--- src/rtl/boot_ctrl_if.sv ---
// Loader, CPU-fetch and memory-port signals of the boot sequencer, grouped for one port.
// The slave side is the sequencer; the master side is whatever drives it.
interface boot_ctrl_if #(
    parameter int ADDR_WIDTH = 10,
    parameter int DATA_WIDTH = 32
);
    logic                  start_load;
    logic                  ld_ready;
    logic                  ld_prog_rdy;
    logic                  ld_inst_rdy;
    logic [ADDR_WIDTH-1:0] ld_wr_addr;
    logic [DATA_WIDTH-1:0] ld_data;
    logic                  ld_rx_byte;
    logic [ADDR_WIDTH-1:0] cpu_imem_addr;
    logic                  ld_next_program;
    logic                  ld_clear;
    logic                  cpu_rst;
    logic                  mem_we;
    logic [ADDR_WIDTH-1:0] mem_addr;
    logic [DATA_WIDTH-1:0] mem_wdata;
    logic                  load_error;
    logic [7:0]            programs_loaded;
    logic [2:0]            ctrl_state;

    modport slave (
        input  start_load, ld_ready, ld_prog_rdy, ld_inst_rdy, ld_wr_addr, ld_data,
               ld_rx_byte, cpu_imem_addr,
        output ld_next_program, ld_clear, cpu_rst, mem_we, mem_addr, mem_wdata,
               load_error, programs_loaded, ctrl_state
    );

    modport master (
        output start_load, ld_ready, ld_prog_rdy, ld_inst_rdy, ld_wr_addr, ld_data,
               ld_rx_byte, cpu_imem_addr,
        input  ld_next_program, ld_clear, cpu_rst, mem_we, mem_addr, mem_wdata,
               load_error, programs_loaded, ctrl_state
    );
endinterface

--- src/rtl/boot_ctrl.sv ---
// Boot/run sequencer: holds the CPU in reset while the UART loader fills instruction
// memory, hands the memory port over on program ready, and recovers a stalled loader.
module boot_ctrl #(
    parameter int ADDR_WIDTH     = 10,
    parameter int DATA_WIDTH     = 32,
    parameter int TIMEOUT_CYCLES = 1000000
) (
    input  logic        clk,
    input  logic        rst,
    boot_ctrl_if.slave  bus
);

    localparam int WD_W = $clog2(TIMEOUT_CYCLES + 1);
    localparam logic [WD_W-1:0] WD_LAST = WD_W'(TIMEOUT_CYCLES - 1);

    typedef enum logic [2:0] {
        S_LOAD  = 3'd0,
        S_RUN   = 3'd1,
        S_REQ   = 3'd2,
        S_CLEAN = 3'd3,
        S_ERROR = 3'd4,
        S_FLUSH = 3'd5
    } state_t;

    state_t          r_state;
    state_t          w_state_nxt;
    logic [WD_W-1:0] r_wd_cnt;
    logic [WD_W-1:0] w_wd_nxt;
    logic [7:0]      r_prog_cnt;
    logic [7:0]      w_prog_nxt;
    logic            w_wd_kick;

    assign w_wd_kick = bus.ld_ready | bus.ld_rx_byte;

    always_ff @(posedge clk) begin
        if (rst) begin
            r_state    <= S_LOAD;
            r_wd_cnt   <= '0;
            r_prog_cnt <= '0;
        end else begin
            r_state    <= w_state_nxt;
            r_wd_cnt   <= w_wd_nxt;
            r_prog_cnt <= w_prog_nxt;
        end
    end

    // The watchdog only counts in LOAD; every other state leaves it at zero so any
    // return to LOAD starts a fresh timeout window.
    always_comb begin
        w_state_nxt = r_state;
        w_wd_nxt    = '0;
        w_prog_nxt  = r_prog_cnt;
        case (r_state)
            S_LOAD: begin
                if (bus.ld_prog_rdy) begin
                    w_state_nxt = S_RUN;
                    if (r_prog_cnt != 8'hFF) begin
                        w_prog_nxt = r_prog_cnt + 8'd1;
                    end
                end else if (w_wd_kick) begin
                    w_wd_nxt = '0;
                end else if (r_wd_cnt == WD_LAST) begin
                    w_state_nxt = S_ERROR;
                end else begin
                    w_wd_nxt = r_wd_cnt + 1'b1;
                end
            end
            S_RUN: begin
                if (bus.start_load) begin
                    w_state_nxt = S_REQ;
                end
            end
            S_REQ: begin
                w_state_nxt = S_CLEAN;
            end
            S_CLEAN: begin
                if (bus.ld_ready) begin
                    w_state_nxt = S_LOAD;
                end
            end
            S_ERROR: begin
                if (bus.start_load) begin
                    w_state_nxt = S_FLUSH;
                end
            end
            S_FLUSH: begin
                w_state_nxt = S_LOAD;
            end
            default: begin
                w_state_nxt = S_LOAD;
            end
        endcase
    end

    // Memory port mux; ERROR and FLUSH park the port so a misbehaving loader cannot write.
    always_comb begin
        bus.mem_we    = 1'b0;
        bus.mem_addr  = '0;
        bus.mem_wdata = '0;
        case (r_state)
            S_LOAD, S_REQ, S_CLEAN: begin
                bus.mem_we    = bus.ld_inst_rdy;
                bus.mem_addr  = bus.ld_wr_addr;
                bus.mem_wdata = bus.ld_data;
            end
            S_RUN: begin
                bus.mem_addr = bus.cpu_imem_addr;
            end
            default: begin
                bus.mem_we = 1'b0;
            end
        endcase
    end

    assign bus.cpu_rst         = (r_state != S_RUN);
    assign bus.ld_next_program = (r_state == S_REQ);
    assign bus.load_error      = (r_state == S_ERROR);
    assign bus.ld_clear        = rst | (r_state == S_FLUSH);
    assign bus.ctrl_state      = r_state;
    assign bus.programs_loaded = r_prog_cnt;

endmodule

--- src/flat_wrapper.sv ---
// flat-port wrapper written by rule: the top's interface ports become plain ports
module boot_ctrl_flat 
#(
    parameter int ADDR_WIDTH     = 10,
    parameter int DATA_WIDTH     = 32,
    parameter int TIMEOUT_CYCLES = 1000000
)
  (clk, rst, bus_start_load, bus_ld_ready, bus_ld_prog_rdy, bus_ld_inst_rdy, bus_ld_wr_addr, bus_ld_data, bus_ld_rx_byte, bus_cpu_imem_addr, bus_ld_next_program, bus_ld_clear, bus_cpu_rst, bus_mem_we, bus_mem_addr, bus_mem_wdata, bus_load_error, bus_programs_loaded, bus_ctrl_state);
  boot_ctrl_if #(.ADDR_WIDTH(ADDR_WIDTH), .DATA_WIDTH(DATA_WIDTH)) bus_i ();
  input  logic clk;
  input  logic rst;
  input wire logic [$bits(bus_i.start_load)-1:0] bus_start_load;
  input wire logic [$bits(bus_i.ld_ready)-1:0] bus_ld_ready;
  input wire logic [$bits(bus_i.ld_prog_rdy)-1:0] bus_ld_prog_rdy;
  input wire logic [$bits(bus_i.ld_inst_rdy)-1:0] bus_ld_inst_rdy;
  input wire logic [$bits(bus_i.ld_wr_addr)-1:0] bus_ld_wr_addr;
  input wire logic [$bits(bus_i.ld_data)-1:0] bus_ld_data;
  input wire logic [$bits(bus_i.ld_rx_byte)-1:0] bus_ld_rx_byte;
  input wire logic [$bits(bus_i.cpu_imem_addr)-1:0] bus_cpu_imem_addr;
  output wire logic [$bits(bus_i.ld_next_program)-1:0] bus_ld_next_program;
  output wire logic [$bits(bus_i.ld_clear)-1:0] bus_ld_clear;
  output wire logic [$bits(bus_i.cpu_rst)-1:0] bus_cpu_rst;
  output wire logic [$bits(bus_i.mem_we)-1:0] bus_mem_we;
  output wire logic [$bits(bus_i.mem_addr)-1:0] bus_mem_addr;
  output wire logic [$bits(bus_i.mem_wdata)-1:0] bus_mem_wdata;
  output wire logic [$bits(bus_i.load_error)-1:0] bus_load_error;
  output wire logic [$bits(bus_i.programs_loaded)-1:0] bus_programs_loaded;
  output wire logic [$bits(bus_i.ctrl_state)-1:0] bus_ctrl_state;
  assign bus_i.start_load = bus_start_load;
  assign bus_i.ld_ready = bus_ld_ready;
  assign bus_i.ld_prog_rdy = bus_ld_prog_rdy;
  assign bus_i.ld_inst_rdy = bus_ld_inst_rdy;
  assign bus_i.ld_wr_addr = bus_ld_wr_addr;
  assign bus_i.ld_data = bus_ld_data;
  assign bus_i.ld_rx_byte = bus_ld_rx_byte;
  assign bus_i.cpu_imem_addr = bus_cpu_imem_addr;
  assign bus_ld_next_program = bus_i.ld_next_program;
  assign bus_ld_clear = bus_i.ld_clear;
  assign bus_cpu_rst = bus_i.cpu_rst;
  assign bus_mem_we = bus_i.mem_we;
  assign bus_mem_addr = bus_i.mem_addr;
  assign bus_mem_wdata = bus_i.mem_wdata;
  assign bus_load_error = bus_i.load_error;
  assign bus_programs_loaded = bus_i.programs_loaded;
  assign bus_ctrl_state = bus_i.ctrl_state;
  boot_ctrl #(.ADDR_WIDTH(ADDR_WIDTH), .DATA_WIDTH(DATA_WIDTH), .TIMEOUT_CYCLES(TIMEOUT_CYCLES)) u_core (.clk(clk), .rst(rst), .bus(bus_i));
endmodule
--- config.mk ---
export PLATFORM = sky130hd
export DESIGN_NAME = boot_ctrl_flat
export DESIGN_NICKNAME = d
export VERILOG_FILES = /design/src/rtl/boot_ctrl_if.sv /design/src/rtl/boot_ctrl.sv /design/src/flat_wrapper.sv
export SDC_FILE = /design/constraint.sdc
export NUM_CORES = 1
export LEC_CHECK = 0
export CAP_MARGIN = 20
export CORE_MARGIN = 3
export CORE_UTILIZATION = 37
export CTS_BUF_LIST = sky130_fd_sc_hd__clkbuf_4
export CTS_CLUSTER_DIAMETER = 200
export DETAILED_ROUTE_END_ITERATION = 10
export GPL_TIMING_DRIVEN = 0
export PLACE_DENSITY = 0.82
export SYNTH_ARGS = -nofsm -noshare
export SYNTH_HDL_FRONTEND = slang
export SYNTH_SLANG_ARGS = --single-unit
--- constraint.sdc ---
create_clock -name clk -period 2.4 [get_ports clk]
set_clock_uncertainty 0.1 [all_clocks]
set_input_delay 0.48 -clock clk [delete_from_list [all_inputs] [get_ports clk]]
set_output_delay 0.48 -clock clk [all_outputs]
set_load 0.005 [all_outputs]
Word-level counts from Yosys, hierarchy flattened

Index checks and enable logic that the tools add are counted.

Bits in registers: 31
Bits of input ports: 59
Output and inout bits: 58

Add/subtract/negate cells: 2
Equality and inequality tests: 13
Multiplexer cells: 10
Bitwise gates (word level): 3
Reduce and logical (&&, ||, !) cells: 5

Operator list:

| cell                  | number |
|---|---|
| $mux 32               | 1 |
| $add 20x1->20 const B | 1 |
| $eq 20x20->1 const B  | 1 |
| $pmux 10 s2           | 1 |
| $mux 3                | 6 |
| $pmux 3 s5            | 1 |
| $add 8x1->8 const B   | 1 |
| $ne 8x8->1 const B    | 1 |
| $eq 3x2->1 const B    | 2 |
| $eq 3x3->1 const B    | 2 |
| $ne 2x2->1 const B    | 3 |
| $reduce_and 5->1      | 1 |
| $reduce_or 5->1       | 1 |
| $eq 3x1->1 const B    | 1 |
| $logic_not 3->1       | 1 |
| $ne 3x1->1 const B    | 1 |
| $ne 3x2->1 const B    | 1 |
| $ne 3x3->1 const B    | 1 |
| $reduce_and 3->1      | 1 |
| $reduce_or 3->1       | 1 |
| $or 1x1->1            | 2 |
| $mux 1                | 1 |
| $not 1->1             | 1 |

Depth between registers and ports, before layout

Word-level depth: 5
Gate-level depth with buffers: 6

Least setup slack after synthesis

No wires, ideal clock.

Path type: flip-flop to output port
Start: register u_core.r_state[0], in the netlist u_core.bus.ctrl_state[0]
End: output bus_mem_addr[0]
Data arrival time: 1451 ps
Data required time: 1820 ps
Setup slack: 369 ps
Stages on the path, launching flop included: 6
Buffers on the path: 2
Cell sequence: dfxtp_1 > clkbuf_1 > nor2b_1 > nor2b_1 > clkbuf_1 > a22o_1

Longest elaborated chain between the ends: 3

Ends and longest elaborated chain:

| element                                              | RTL line           | text |
|---|---|---|
| from (decl)                                          | boot_ctrl.sv:25    | `state_t r_state;` |
| from (signal assigned)                               | boot_ctrl.sv:41    | `r_state <= w_state_nxt;` |
| $eq 3x2->1 / $logic_not 3->1 (equally long branches) | boot_ctrl.sv:100   | `case (r_state)` |
| $reduce_or 3->1                                      | boot_ctrl.sv:100   |  |
| $pmux 10 s2 (*)                                      | boot_ctrl.sv:100   |  |
| to (decl)                                            | flat_wrapper.sv:24 | `output wire logic [$bits(bus_i.mem_addr)-1:0] bus_mem_addr;` |

Every way passes the cells marked *; elsewhere a longest branch is shown, timed or not.

Worst setup path after layout

Start: register u_core.r_state[0], in the netlist u_core.bus.ctrl_state[0]
End: output bus_mem_wdata[17]

Longest elaborated chain between the ends: 3

Ends and longest elaborated chain:

| element                                              | RTL line           | text |
|---|---|---|
| $eq 3x2->1 / $logic_not 3->1 (equally long branches) | boot_ctrl.sv:100   |  |
| $reduce_or 3->1 (*)                                  | boot_ctrl.sv:100   |  |
| $mux 32 (*)                                          | boot_ctrl.sv:100   |  |
| to (decl)                                            | flat_wrapper.sv:25 | `output wire logic [$bits(bus_i.mem_wdata)-1:0] bus_mem_wdata;` |

Marked as above.

==> results.toml <==
[run_status]
status = "finished, final reports clean"

[die]
io_pins = 117
die_y_um = 75.9
die_x_um = 75.9
start_util_pct = 39.9
core_region_area_mm2 = 0.00453
die-area_mm2 = 0.00576
rows = 24

[power_and_ir_drop]
power.density_mw_per_mm2 = 391
p_switching_mw = 0.322
ir_drop_mv = 0.241
p_leak_nw = 1.24
power_frac_seq_pct = 42.3
p_clk_share_pct = 23.6
p_int_mw = 0.930
p_comb_share_pct = 34.1
power.total_mw = 1.25
p_sw_share_pct = 25.7

[critical_path]
cp-end-kind = "primary output"
worst_r2r_path_depth = 5
rrSetupSlack_ps = 320
startpoint_type = "flop"
path_class = "reg2out"
r2r_start = "u_core.r_wd_cnt[0]$_SDFF_PP0_"
crit_arrival_ps = 1770
path_max_fanout = 10
worstPathRequired_ps = 1820
crit_start = "u_core.bus.ctrl_state[0]$_SDFFE_PP0P_"
crit_end = "bus_mem_wdata[17]"
timing.rr.end = "u_core.r_wd_cnt[14]$_SDFF_PP0_"

[synth]
synth_area_leaders = "dfxtp_1 34%, and2_1 12%, xor2_1 6.8%"
synth.distinct_cells = 37
ys_ff_latch = 31
synth_seq_area_share_pct = 34.3
synthMuxAreaShare_pct = 0.554
synth_top_family_by_area = "simple AND/OR/NAND/NOR gates"
yosys.area_share.adder_pct = 1.38
syn_nets = 284
synth_compound_area_share_pct = 13.9
synth-simple-area-share_pct = 37.9
synth_cells = 223
synth_xor_xnor_area_share_pct = 8.24
yosysWarnings = 0
synth_top_cell_area_share_pct = 34.3
yosysTopAreaCell = "dfxtp_1"
syn_area_mm2 = 0.00181
synth_area_per_cell_um2 = 8.11

[clocking]
clk_path_buf_depth = 2
holdBufCountCts = 0
clkSinkCount = 31
cts_made_buffers = 5
root_buffer = "clkbuf_4"
insertion_delay_ps = 320
cts-htree-levels = 2
path_clk_slew_ps = 100
cts_tree = "done"

[layout]
diodes = 0
syn2layout_area_growth_pct = 76.9
finalNetCount = 410
layout-drive-gt1-share_pct = 9.71
multi_input_comb_area_mm2 = 0.00114
nFillCells = 378
regArea_um2 = 629
final_cell_area_mm2 = 0.00320

[sta]
finalWorstSetupSlack_ps = 46.2
setup_tns_ps = 0
tightest_slew_ps = 523
max_slew_margin_pct = 64.8
fin_crit_sh_pct = 98.1
setup_viol = 0
hold_viol = 0
fmax_mhz = 425
finalMaxSlewViolations = 0
rsz0062_at_grt = "true"
min_period_ps = 2350

[route]
vias_per_cell = 4.86
wire_per_inst_um = 14.4
drtPass1Iterations = 4
ant_nets = 0
drt-initial-drc-count = 78
drt-total-wl_mm = 5.97
vias = 2016
drc = 0

[global_route]
grt-ovfl-total = 0
grt.total_usage_pct = 21.0
grt_max_degree = 13
antenna_found_initial = 0
grt_pass1_vias = 2121
grt_pass1_wl_mm = 9.83

[job]
drv_cap = 0

[worst_hold_path]
hold_class = "reg2reg"

[place]
gp_congestion = 0.838
post-dp-hpwl_mm = 5.01
numPortBuffers = 116
place_area_mm2 = 0.00305
preCtsSetupSlack_ps = -398
## cell usage after synthesis (all sizes together)
| cell | number |
|---|---|
| o211ai | 3 |
| nor2b | 5 |
| nand3 | 12 |
| and3 | 7 |
| o31ai | 3 |
| o41ai | 1 |
| xnor2 | 3 |
| nand4 | 6 |
| o2111ai | 1 |
| xor2 | 14 |
| o21a | 2 |
| o311ai | 1 |
| nor3b | 3 |
| and4bb | 1 |
| and2 | 35 |
| o21ai | 5 |
| nor4 | 5 |
| dfxtp | 31 |
| mux2i | 1 |
| buf | 2 |
| ha | 2 |
| nor3 | 4 |
| a22oi | 1 |
| nand2 | 9 |
| nor4b | 1 |
| or4 | 5 |
| o21ba | 1 |
| nor2 | 22 |
| or2 | 1 |
| inv | 4 |
| a21oi | 7 |
| clkbuf | 11 |
| a22o | 10 |
| or3 | 4 |
## flip-flops by register name, indices dropped and copies added (netlist names)
name	cells
u_core.bus.ctrl_state	3
u_core.bus.programs_loaded	8
u_core.r_wd_cnt	20
## worst max-delay path, stage by stage (launching register included)
cell and delay (ps):
dfxtp_4 350, nor2b_4 130, nor2_4 130, buf_4 170, and2_1 160, clkdlybuf4s50_1 510
## placed cells by master, fill, tap and decap left out, types with 3 or more instances in the layout
cell,count
buf_4,9
or4_1,4
nor2b_1,3
xor2_1,14
nand4_1,6
clkbuf_1,3
clkdlybuf4s50_1,98
nor4_1,5
or3_1,4
nor3b_1,3
o211ai_1,3
dlygate4sd2_1,14
a21oi_1,7
clkbuf_4,6
xnor2_1,3
dlymetal6s2s_1,4
and3_1,6
dfxtp_1,28
and2_1,35
inv_1,4
nor2_1,21
a22o_1,10
nand2_1,9
nor3_1,4
nand3_1,11
o31ai_1,3
o21ai_0,5
## cell type report
cell class | count | share of cell area (%)
plain buffers | 10 | 2.27
clock inverters | 2 | 0.391
flip-flops and latches | 31 | 19.7
multi-input cells | 175 | 35.8
inverters | 4 | 0.469
repair buffers | 122 | 37.5
well taps | 65 | 2.54
clock buffers | 6 | 1.41
## timing repair
item	in CTS	in global routing
gates resized for setup	37	8
pin swaps	1	1
endpoints found under the setup margin	45	30
endpoints found under the hold margin	0	0
buffers inserted	5	1
## power groups by stage
stage	Clock, mW	Combinational (mW)	Sequential, mW
after CTS	0.311	0.431	0.529
after floorplan	0	0.129	0.540
after global routing	0.342	0.463	0.531
after detailed placement	0	0.419	0.541
final	0.295	0.427	0.529
after global placement	0	0.415	0.540
## per-layer routing
metal	vias to the layer above	GRT usage, %	wire length (um)
met5	-	0	0
met4	0	8.51	210
met3	12	7.35	445
met2	83	37.6	2920
met1	880	22.5	2400
li1	1041	-	-
## cell families (layout without fill, tap and decap cells)
group / after synthesis / count (layout)
buffers and inverters: 17 / 144
AO/OA/AOI/OAI: 35 / 35
AND/OR/NAND/NOR: 120 / 120
multiplexers: 1 / 1
adder cells (fa/ha/maj): 2 / 2
XOR/XNOR: 17 / 17
flip-flops: 31 / 31
## worst min path at each step
stage                                         startpoint                             end  cells past startpoint
after global routing      u_core.r_wd_cnt[18]$_SDFF_PP0_  u_core.r_wd_cnt[18]$_SDFF_PP0_                      2
after global placement    u_core.r_wd_cnt[18]$_SDFF_PP0_  u_core.r_wd_cnt[18]$_SDFF_PP0_                      2
after floorplan           u_core.r_wd_cnt[18]$_SDFF_PP0_  u_core.r_wd_cnt[18]$_SDFF_PP0_                      2
after CTS                 u_core.r_wd_cnt[19]$_SDFF_PP0_  u_core.r_wd_cnt[19]$_SDFF_PP0_                      2
after detailed placement  u_core.r_wd_cnt[19]$_SDFF_PP0_  u_core.r_wd_cnt[19]$_SDFF_PP0_                      2
final                     u_core.r_wd_cnt[19]$_SDFF_PP0_  u_core.r_wd_cnt[19]$_SDFF_PP0_                      2
## stage by stage
step	hold slack (ps)	utilization, %	instances
4_1_cts	399	70.1	414
3_3_place_gp	366	67.3	404
3_5_place_dp	382	67.3	404
6_report	394	70.5	415
2_1_floorplan	348	-	223
5_1_grt	412	70.5	415
(Power assumes the default switching activity.)
